**src/rtl/tlb_pkg.sv**
```systemverilog
// Shared types and helpers for the TLB refill controller.
// Way count, FSM states and the tree-PLRU touch rule.
package tlb_pkg;

   localparam int NWAYS = 8;
   localparam int WAY_W = 3;

   typedef enum logic [1:0] {
      IDLE,
      REQ,
      WAIT,
      WRITE
   } state_t;

   // Point the three nodes on the path to way away from it.
   function automatic logic [NWAYS-1:0] plru_touch(
      input logic [NWAYS-1:0] plru,
      input logic [WAY_W-1:0] way
   );
      logic [NWAYS-1:0] p;
      p = plru;
      p[1] = ~way[2];
      p[{2'b01, way[2]}] = ~way[1];
      p[{1'b1, way[2:1]}] = ~way[0];
      return p;
   endfunction

endpackage

```
**src/rtl/tlb_victim_sel.sv**
```systemverilog
// Replacement victim for the 8-way TLB.
// Lowest invalid way first, otherwise follow the PLRU tree.
module tlb_victim_sel
   import tlb_pkg::*;
(
   input  logic [NWAYS-1:0] valid,
   input  logic [NWAYS-1:0] plru_val,
   output logic [WAY_W-1:0] victim
);

   logic [3:0] node;

   // Pick the victim way from valid bits and tree state.
   always_comb begin
      victim = '0;
      node   = 4'd1;
      for (int i = NWAYS - 1; i >= 0; i--) begin
         if (!valid[i]) begin
            victim = i[WAY_W-1:0];
         end
      end
      if (&valid) begin
         for (int l = 0; l < WAY_W; l++) begin
            node = {node[2:0], plru_val[node[2:0]]};
         end
         victim = node[2:0];
      end
   end

endmodule

```
**src/rtl/tlb_refill_ctrl.sv**
```systemverilog
// TLB replacement state owner and miss refill sequencer.
// Runs one page-table walk at a time and writes the victim way.
module tlb_refill_ctrl
   import tlb_pkg::*;
#(
   parameter int VPN_W = 27,
   parameter int PTE_W = 64
) (
   input  logic             clk,
   input  logic             rst_n,
   input  logic             lookup_valid,
   input  logic             lookup_hit,
   input  logic [WAY_W-1:0] lookup_hit_way,
   input  logic [VPN_W-1:0] lookup_vpn,
   output logic             miss_ready,
   input  logic             flush,
   output logic             ptw_req_valid,
   input  logic             ptw_req_ready,
   output logic [VPN_W-1:0] ptw_req_vpn,
   input  logic             ptw_resp_valid,
   input  logic             ptw_resp_err,
   input  logic [PTE_W-1:0] ptw_resp_pte,
   output logic             tlb_wen,
   output logic [WAY_W-1:0] tlb_waddr,
   output logic [VPN_W-1:0] tlb_wvpn,
   output logic [PTE_W-1:0] tlb_wpte,
   output logic             refill_fault,
   output logic [NWAYS-1:0] valid,
   output logic [NWAYS-1:0] plru_val
);

   state_t state_q, state_d;
   logic [NWAYS-1:0] valid_q, valid_d;
   logic [NWAYS-1:0] plru_q, plru_d;
   logic [VPN_W-1:0] vpn_q, vpn_d;
   logic [PTE_W-1:0] pte_q, pte_d;
   logic err_q, err_d;
   logic kill_q, kill_d;
   logic [WAY_W-1:0] victim;
   logic wen;

   tlb_victim_sel u_victim (
      .valid    (valid_q),
      .plru_val (plru_q),
      .victim   (victim)
   );

   // A write in WRITE is cancelled by a concurrent flush.
   assign wen = (state_q == WRITE) & ~err_q & ~flush;

   assign miss_ready    = (state_q == IDLE);
   assign ptw_req_valid = (state_q == REQ);
   assign ptw_req_vpn   = vpn_q;
   assign tlb_wen       = wen;
   assign tlb_waddr     = victim;
   assign tlb_wvpn      = vpn_q;
   assign tlb_wpte      = pte_q;
   assign refill_fault  = (state_q == WRITE) & err_q & ~flush;
   assign valid         = valid_q;
   assign plru_val      = plru_q;

   // Walk sequencing: capture miss, handshake with PTW, write once.
   always_comb begin
      state_d = state_q;
      vpn_d   = vpn_q;
      pte_d   = pte_q;
      err_d   = err_q;
      kill_d  = kill_q;
      unique case (state_q)
         IDLE: begin
            kill_d = 1'b0;
            if (lookup_valid & ~lookup_hit & ~flush) begin
               vpn_d   = lookup_vpn;
               state_d = REQ;
            end
         end
         REQ: begin
            if (flush) kill_d = 1'b1;
            if (ptw_req_ready) state_d = WAIT;
         end
         WAIT: begin
            if (flush) kill_d = 1'b1;
            if (ptw_resp_valid) begin
               pte_d = ptw_resp_pte;
               err_d = ptw_resp_err;
               if (kill_q | flush) begin
                  kill_d  = 1'b0;
                  state_d = IDLE;
               end else begin
                  state_d = WRITE;
               end
            end
         end
         WRITE: begin
            kill_d  = 1'b0;
            state_d = IDLE;
         end
         default: state_d = IDLE;
      endcase
   end

   // Valid/PLRU update: flush beats refill, refill beats hit.
   always_comb begin
      valid_d = valid_q;
      plru_d  = plru_q;
      if (flush) begin
         valid_d = '0;
         plru_d  = '0;
      end else if (wen) begin
         valid_d = valid_q | (NWAYS'(1) << victim);
         plru_d  = plru_touch(plru_q, victim);
      end else if (lookup_valid & lookup_hit) begin
         plru_d = plru_touch(plru_q, lookup_hit_way);
      end
   end

   // State registers with synchronous reset.
   always_ff @(posedge clk) begin
      if (!rst_n) begin
         state_q <= IDLE;
         valid_q <= '0;
         plru_q  <= '0;
         vpn_q   <= '0;
         pte_q   <= '0;
         err_q   <= 1'b0;
         kill_q  <= 1'b0;
      end else begin
         state_q <= state_d;
         valid_q <= valid_d;
         plru_q  <= plru_d;
         vpn_q   <= vpn_d;
         pte_q   <= pte_d;
         err_q   <= err_d;
         kill_q  <= kill_d;
      end
   end

endmodule
```
**config.mk**
```make
export PLATFORM = sky130hd
export DESIGN_NAME = tlb_refill_ctrl
export DESIGN_NICKNAME = d
export VERILOG_FILES = /design/src/rtl/tlb_pkg.sv /design/src/rtl/tlb_victim_sel.sv /design/src/rtl/tlb_refill_ctrl.sv
export SDC_FILE = /design/constraint.sdc
export NUM_CORES = 1
export LEC_CHECK = 0
export BUFFER_PORTS_ARGS = -buffer_cell sky130_fd_sc_hd__buf_2
export CAP_MARGIN = 10
export CORE_ASPECT_RATIO = 1.75
export CORE_MARGIN = 8
export CORE_UTILIZATION = 40
export CTS_BUF_LIST = sky130_fd_sc_hd__clkbuf_8
export CTS_CLUSTER_SIZE = 8
export DETAILED_ROUTE_END_ITERATION = 10
export PLACE_DENSITY = 0.75
export SLEW_MARGIN = 10
export SYNTH_ARGS = -nofsm -noshare
export SYNTH_HDL_FRONTEND = slang
export SYNTH_SLANG_ARGS = --single-unit
```
**constraint.sdc**
```tcl
create_clock -name clk -period 2.37 [get_ports clk]
set_clock_uncertainty 0.1 [all_clocks]
set_input_delay 0.1185 -clock clk [delete_from_list [all_inputs] [get_ports clk]]
set_output_delay 0.1185 -clock clk [all_outputs]
set_load 0.01 [all_outputs]
```
-- Word-level counts from Yosys, hierarchy flattened
Index checks and enable logic that the tools add are counted.
- register bits after elaboration: 111
- output and inout bits: 141
- logic and storage cells: 91
- order comparisons: 10
- eq/ne operators: 6
- shift operators: 1
- multiplexer cells: 36
- bitwise logic cells: 19
- reduce and logical (&&, ||, !) cells: 12
- operators with widths (cell ; number):
    8-bit bitwise mux ; 4
    3-bit two-way mux ; 9
    8-bit two-way mux ; 2
    2-bit by 4-bit < comparator with 1-bit output (second input constant) ; 3
    3-bit by 4-bit < comparator with 1-bit output (second input constant) ; 3
    1-bit two-way mux ; 10
    1-bit NOT ; 10
    2-bit two-way mux ; 4
    8-bit OR ; 1
    2-bit one-hot mux with 4 select lines ; 1
    8-bit AND reduction ; 1
    1-bit by 3-bit left shift with 8-bit output (first input constant) ; 1
    1-bit bitwise AND ; 7
    3-bit by 1-bit >= comparator with 1-bit output (second input constant) ; 2
    1-bit demux with 2-bit select ; 2
    2-bit == test (second input constant) ; 2
    2-bit by 1-bit >= comparator with 1-bit output (second input constant) ; 2
    1-bit logical AND ; 4
    2-bit by 1-bit inequality test with 1-bit output (second input constant) ; 2
    2-bit AND reduction ; 2
    2-bit OR reduction ; 2
    1-bit one-hot mux with 3 select lines ; 1
    3-bit AND reduction ; 1
    1-bit binary-select mux with 2-bit select ; 1
    6 further kinds ; 7

-- Logic depth before layout (Yosys ltp)
- word-level depth: 16
- depth in mapped cells: 6
- mapped depth without buffers: 6

-- Modules after synthesis
A second synthesis with hierarchy kept.
- cells, all modules: 546
- area, all modules: 4575.6 um^2
- modules (own cells, without submodules) (module ; instances ; cells an instance ; area each (um^2) ; sequential area each (um^2)):
    tlb_refill_ctrl ; 1 ; 528 ; 4460.5 ; 2202.1
    tlb_victim_sel ; 1 ; 18 ; 115.1 ; 0.0

-- Least setup slack after synthesis
Ideal clock, no wire load.
- kind: flip-flop to flip-flop
- start point: reg plru_q[1], in the netlist plru_val[1]
- end point: reg plru_q[5], in the netlist plru_val[5]
- library setup time: 0.073 ns
- arrival time: 1.582 ns
- data required time: 2.197 ns
- slack: 0.615 ns
- cell stages (with the launch flop): 6
- buffers on the path: 0
- cells stage by stage: dfxtp_1 > mux2i_1 > a31o_4 > a2111oi_4 > or4_1 > o211ai_2
- longest elaborated chain between the ends: 9
- RTL lines (what ; RTL line ; source):
    start, declared ; tlb_refill_ctrl.sv:34 ; logic [NWAYS-1:0] plru_q, plru_d;
    start signal, assigned ; tlb_refill_ctrl.sv:130 ; plru_q <= plru_d;
    1-bit two-way mux (implied by the code) (2 in series) ; tlb_victim_sel.sv:24 ; node = {node[2:0], plru_val[node[2:0]]};
    3-bit two-way mux (*) ; tlb_victim_sel.sv:22 ; if (&valid) begin
    3-bit by 4-bit < comparator with 1-bit output (implied by the code) / 3-bit by 1-bit >= comparator with 1-bit output (equally long branches) ; tlb_pkg.sv:24 ; p[{1'b1, way[2:1]}] = ~way[0];
    1-bit logical AND (implied by the code) ; tlb_pkg.sv:24 ;
    1-bit two-way mux (implied by the code) ; tlb_pkg.sv:24 ;
    1-bit demux with 2-bit select ; tlb_pkg.sv:24 ;
    8-bit bitwise mux (*) ; tlb_pkg.sv:24 ;
    8-bit two-way mux (*) ; tlb_refill_ctrl.sv:109 ; end else if (wen) begin
Mark *: on every way between the ends. The rest lies on a longest branch, timed or not. The select of a mux whose other input is x is not followed.
A chain may end at the register's enable or synchronous reset.

-- Worst setup path after layout
- start point: reg valid_q[6], in the netlist valid[6]
- end point: out tlb_waddr[0]
- longest elaborated chain between the ends: 8
- RTL lines (what ; RTL line ; source):
    start, declared ; tlb_refill_ctrl.sv:33 ; logic [NWAYS-1:0] valid_q, valid_d;
    start signal, assigned ; tlb_refill_ctrl.sv:129 ; valid_q <= valid_d;
    3-bit two-way mux (7 in series) ; tlb_victim_sel.sv:18 ; if (!valid[i]) begin
    3-bit two-way mux (*) ; tlb_victim_sel.sv:22 ;
    end, declared ; tlb_refill_ctrl.sv:24 ; output logic [WAY_W-1:0] tlb_waddr,
Mark *: on every way between the ends. The rest lies on a longest branch, timed or not.

==> metrics.yaml <==
outcome:
  status: "complete, no violations"
route:
  ant_nets: 0
  drt_first_pass_iters: 5
  drt-initial-drc-count: 242
  drc_errors: 0
  vias: 4910
  post_drt_wl_per_cell_um: 16.38
  routed_wl_um: 16270
  vias_per_cell: 4.945
clocking:
  cts_root_buf: "clkbuf_8"
  clockBufferDepth: 2
  cts_num_sinks: 110
  numCtsBuffers: 9
  cts_setup_buffers: 0
  cts_max_level: 3
  cts_tree: "yes"
  cts_resized: 0
  hold_buffers: 95
  clk_latency_ns: 0.37
  clk_pin_slew_ns: 0.11
pwr:
  pwr-share-seq_pct: 55.8
  total_leakage_power_uw: 0.003063
  netSwitchingPower_uw: 857.4
  p_int_uw: 2542
  vdd_drop_max_uv: 293.2
  combPwrFrac_pct: 12.5
  powerDensity_nw_per_um2: 494.5
  p_clk_share_pct: 31.7
  p_sw_share_pct: 25.23
sta:
  period_needed_ns: 2.129
  final_max_slew_viol_count: 0
  tightestPinTransition_ns: 0.7971
  setup_viol: 0
  holdWs_ns: 0.03215
  period_share_pct: 89.83
  finalHoldViolCount: 0
  rsz0062_at_grt: "false"
  slew_headroom_pct: 46.86
  fmax_mhz: 469.7
  tns_ns: 0
yosys:
  syn_area_sq_um: 4619
  syn_nets: 655
  synthArstFlopShare_pct: 0
  synth_warnings: 0
  yosys_register_bits: 110
  avgSynthCellArea_sq_um: 8.353
  yosysUniqueCellTypes: 45
  yosysSeqAreaShare_pct: 47.67
  synthCells: 553
  synth_edf_count: 0
  yosys_most_used_dff: "dfxtp_1"
critical_path:
  endpoint: "tlb_waddr[0]"
  start_kind: "flop"
  r2r_slack_ns: 0.40
  r2r_start: "plru_val[1]$_SDFFE_PP0P_"
  cp.arrival_ns: 1.91
  crit_path_max_incr_delay_ns: 0.46
  critPathRequiredTime_ns: 2.15
  r2r_cells: 6
  cp_slowest_cell: "dfxtp_1"
  cp_cell_sequence: "and4_1, nor2b_1, o211ai_1, nand2_1, buf_2"
  crit_start: "valid[6]$_SDFFE_PP0P_"
  worstSetupEndpointType: "output pin"
  crit_fanout: 6
  path_class: "flop to output pin"
  crit_cells: 5
  crit_family: "simple AND/OR/NAND/NOR gates"
  path_buf_inv: 1
  r2r-end: "plru_val[4]$_SDFFE_PP0P_"
layout:
  fillers: 976
  final_common_cell: "buf_2"
  drive_gt1_share_pct: 32.55
  layout_common_cells: "buf_2, nand2_1, dfxtp_1"
  finalNetCount: 951
  syn_to_final_growth_pct: 48.81
floorplan:
  die_x_um: 97.24
  start_util_pct: 40.57
  rows: 52
  die_h_um: 158.2
  die_area_sq_um: 15380
  core_sq_um: 11390
  io_pins: 243
placed_design:
  io_buffers: 241
  hpwlAfterDp_um: 10550
  place_congestion: 0.8513
global_routing:
  grt_max_degree: 96
  antenna_found_initial: 2
  grt_pass1_vias: 4867
  grt-ovfl-total: 0
  grt_pass1_wl_um: 24910
  grt.total_usage_pct: 19.93
min_path:
  hp-class: "input port to flop"
flow_run:
  drv_cap: 0
## cells in the mapped netlist (5+ instances only)
cell | number | area (sq um)
buf_4 | 28 | 210.2
inv_1 | 10 | 37.54
nor2_1 | 8 | 30.03
a21boi_0 | 72 | 540.5
dfxtp_1 | 110 | 2202
nand2_1 | 195 | 732.0
o21ai_0 | 5 | 25.02
a21oi_1 | 15 | 75.07
a21boi_1 | 21 | 157.7
clkbuf_1 | 20 | 75.07
buf_2 | 10 | 50.05
## flip-flops by register name, summed over array words and instances, names as in the netlist
name,count
tlb_wpte,64
ptw_req_vpn,27
valid,8
plru_val,7
state_q,2
err_q,1
kill_q,1
## per-stage QoR
stage,utilization [%],instance area [sq um],setup WS (ns),total power [uW],instances
2_1_floorplan,-,4619,0.6151,2090,553
3_3_place_gp,50.34,5732,0.5465,2230,878
3_5_place_dp,50.34,5732,0.4603,2233,878
4_1_cts,60.29,6864,0.2194,3434,989
5_1_grt,60.33,6869,0.1366,3533,991
6_report,60.37,6874,0.2411,3399,993
## layout make-up
| type | instances | area (sq um) | area share, % |
|---|---|---|---|
| Timing Repair Buffer | 344 | 2230 | 32.44 |
| Clock buffer | 10 | 137.6 | 2.002 |
| Inverter | 11 | 41.29 | 0.6007 |
| Clock inverter | 6 | 43.79 | 0.6371 |
| Sequential cell | 110 | 2202 | 32.03 |
| Multi-Input combinational cell | 373 | 2041 | 29.69 |
| Tap cell | 135 | 168.9 | 2.457 |
| Antenna cell | 4 | 10.01 | 0.1456 |
## metal layers
| layer | share of wire (%) | up-vias | track usage, % |
|---|---|---|---|
| li1 | - | 2391 | - |
| met1 | 35 | 2248 | 19.23 |
| met4 | 4.2 | 0 | 12.34 |
| met2 | 52 | 220 | 35.65 |
| met5 | 0 | - | 0 |
| met3 | 8.2 | 51 | 6.946 |
## power by group through the flow
| stage | Combinational, uW | Clock, uW | Sequential [uW] |
|---|---|---|---|
| floorplan | 139 | 0 | 1950 |
| finish | 424 | 1080 | 1900 |
| CTS | 418 | 1120 | 1900 |
| detailed placement | 293 | 0 | 1940 |
| global placement | 291 | 0 | 1940 |
| global route | 460 | 1170 | 1900 |
## kinds of logic after synthesis
family,after synthesis,synth area share (%)
flops,110,47.67
buf+inv,70,8.234
simple gates,232,21.15
mux,3,0.6771
compound gates,137,22.18
other cells,1,0.08118
## worst min-delay path by stage
| stage | from | end | slack (ns) | depth (start not counted) |
|---|---|---|---|---|
| 6_report | flush | kill_q$_SDFF_PN0_ | 0.03 | 3 |
| 5_1_grt | lookup_hit | plru_val[1]$_SDFFE_PP0P_ | 0.05 | 4 |
| 4_1_cts | flush | kill_q$_SDFF_PN0_ | 0.02 | 3 |
| 2_1_floorplan | ptw_resp_err | err_q$_SDFFE_PN0P_ | 0.15 | 2 |
| 3_3_place_gp | lookup_vpn[24] | ptw_req_vpn[24]$_SDFFE_PN0P_ | 0.26 | 3 |
| 3_5_place_dp | lookup_vpn[10] | ptw_req_vpn[10]$_SDFFE_PN0P_ | 0.26 | 3 |
## tightest hold or removal path, cell delays in order
cell and delay, ns:
buf_2 0.14, o21ai_0 0.09, a21oi_1 0.10
(Power assumes the default switching activity.)
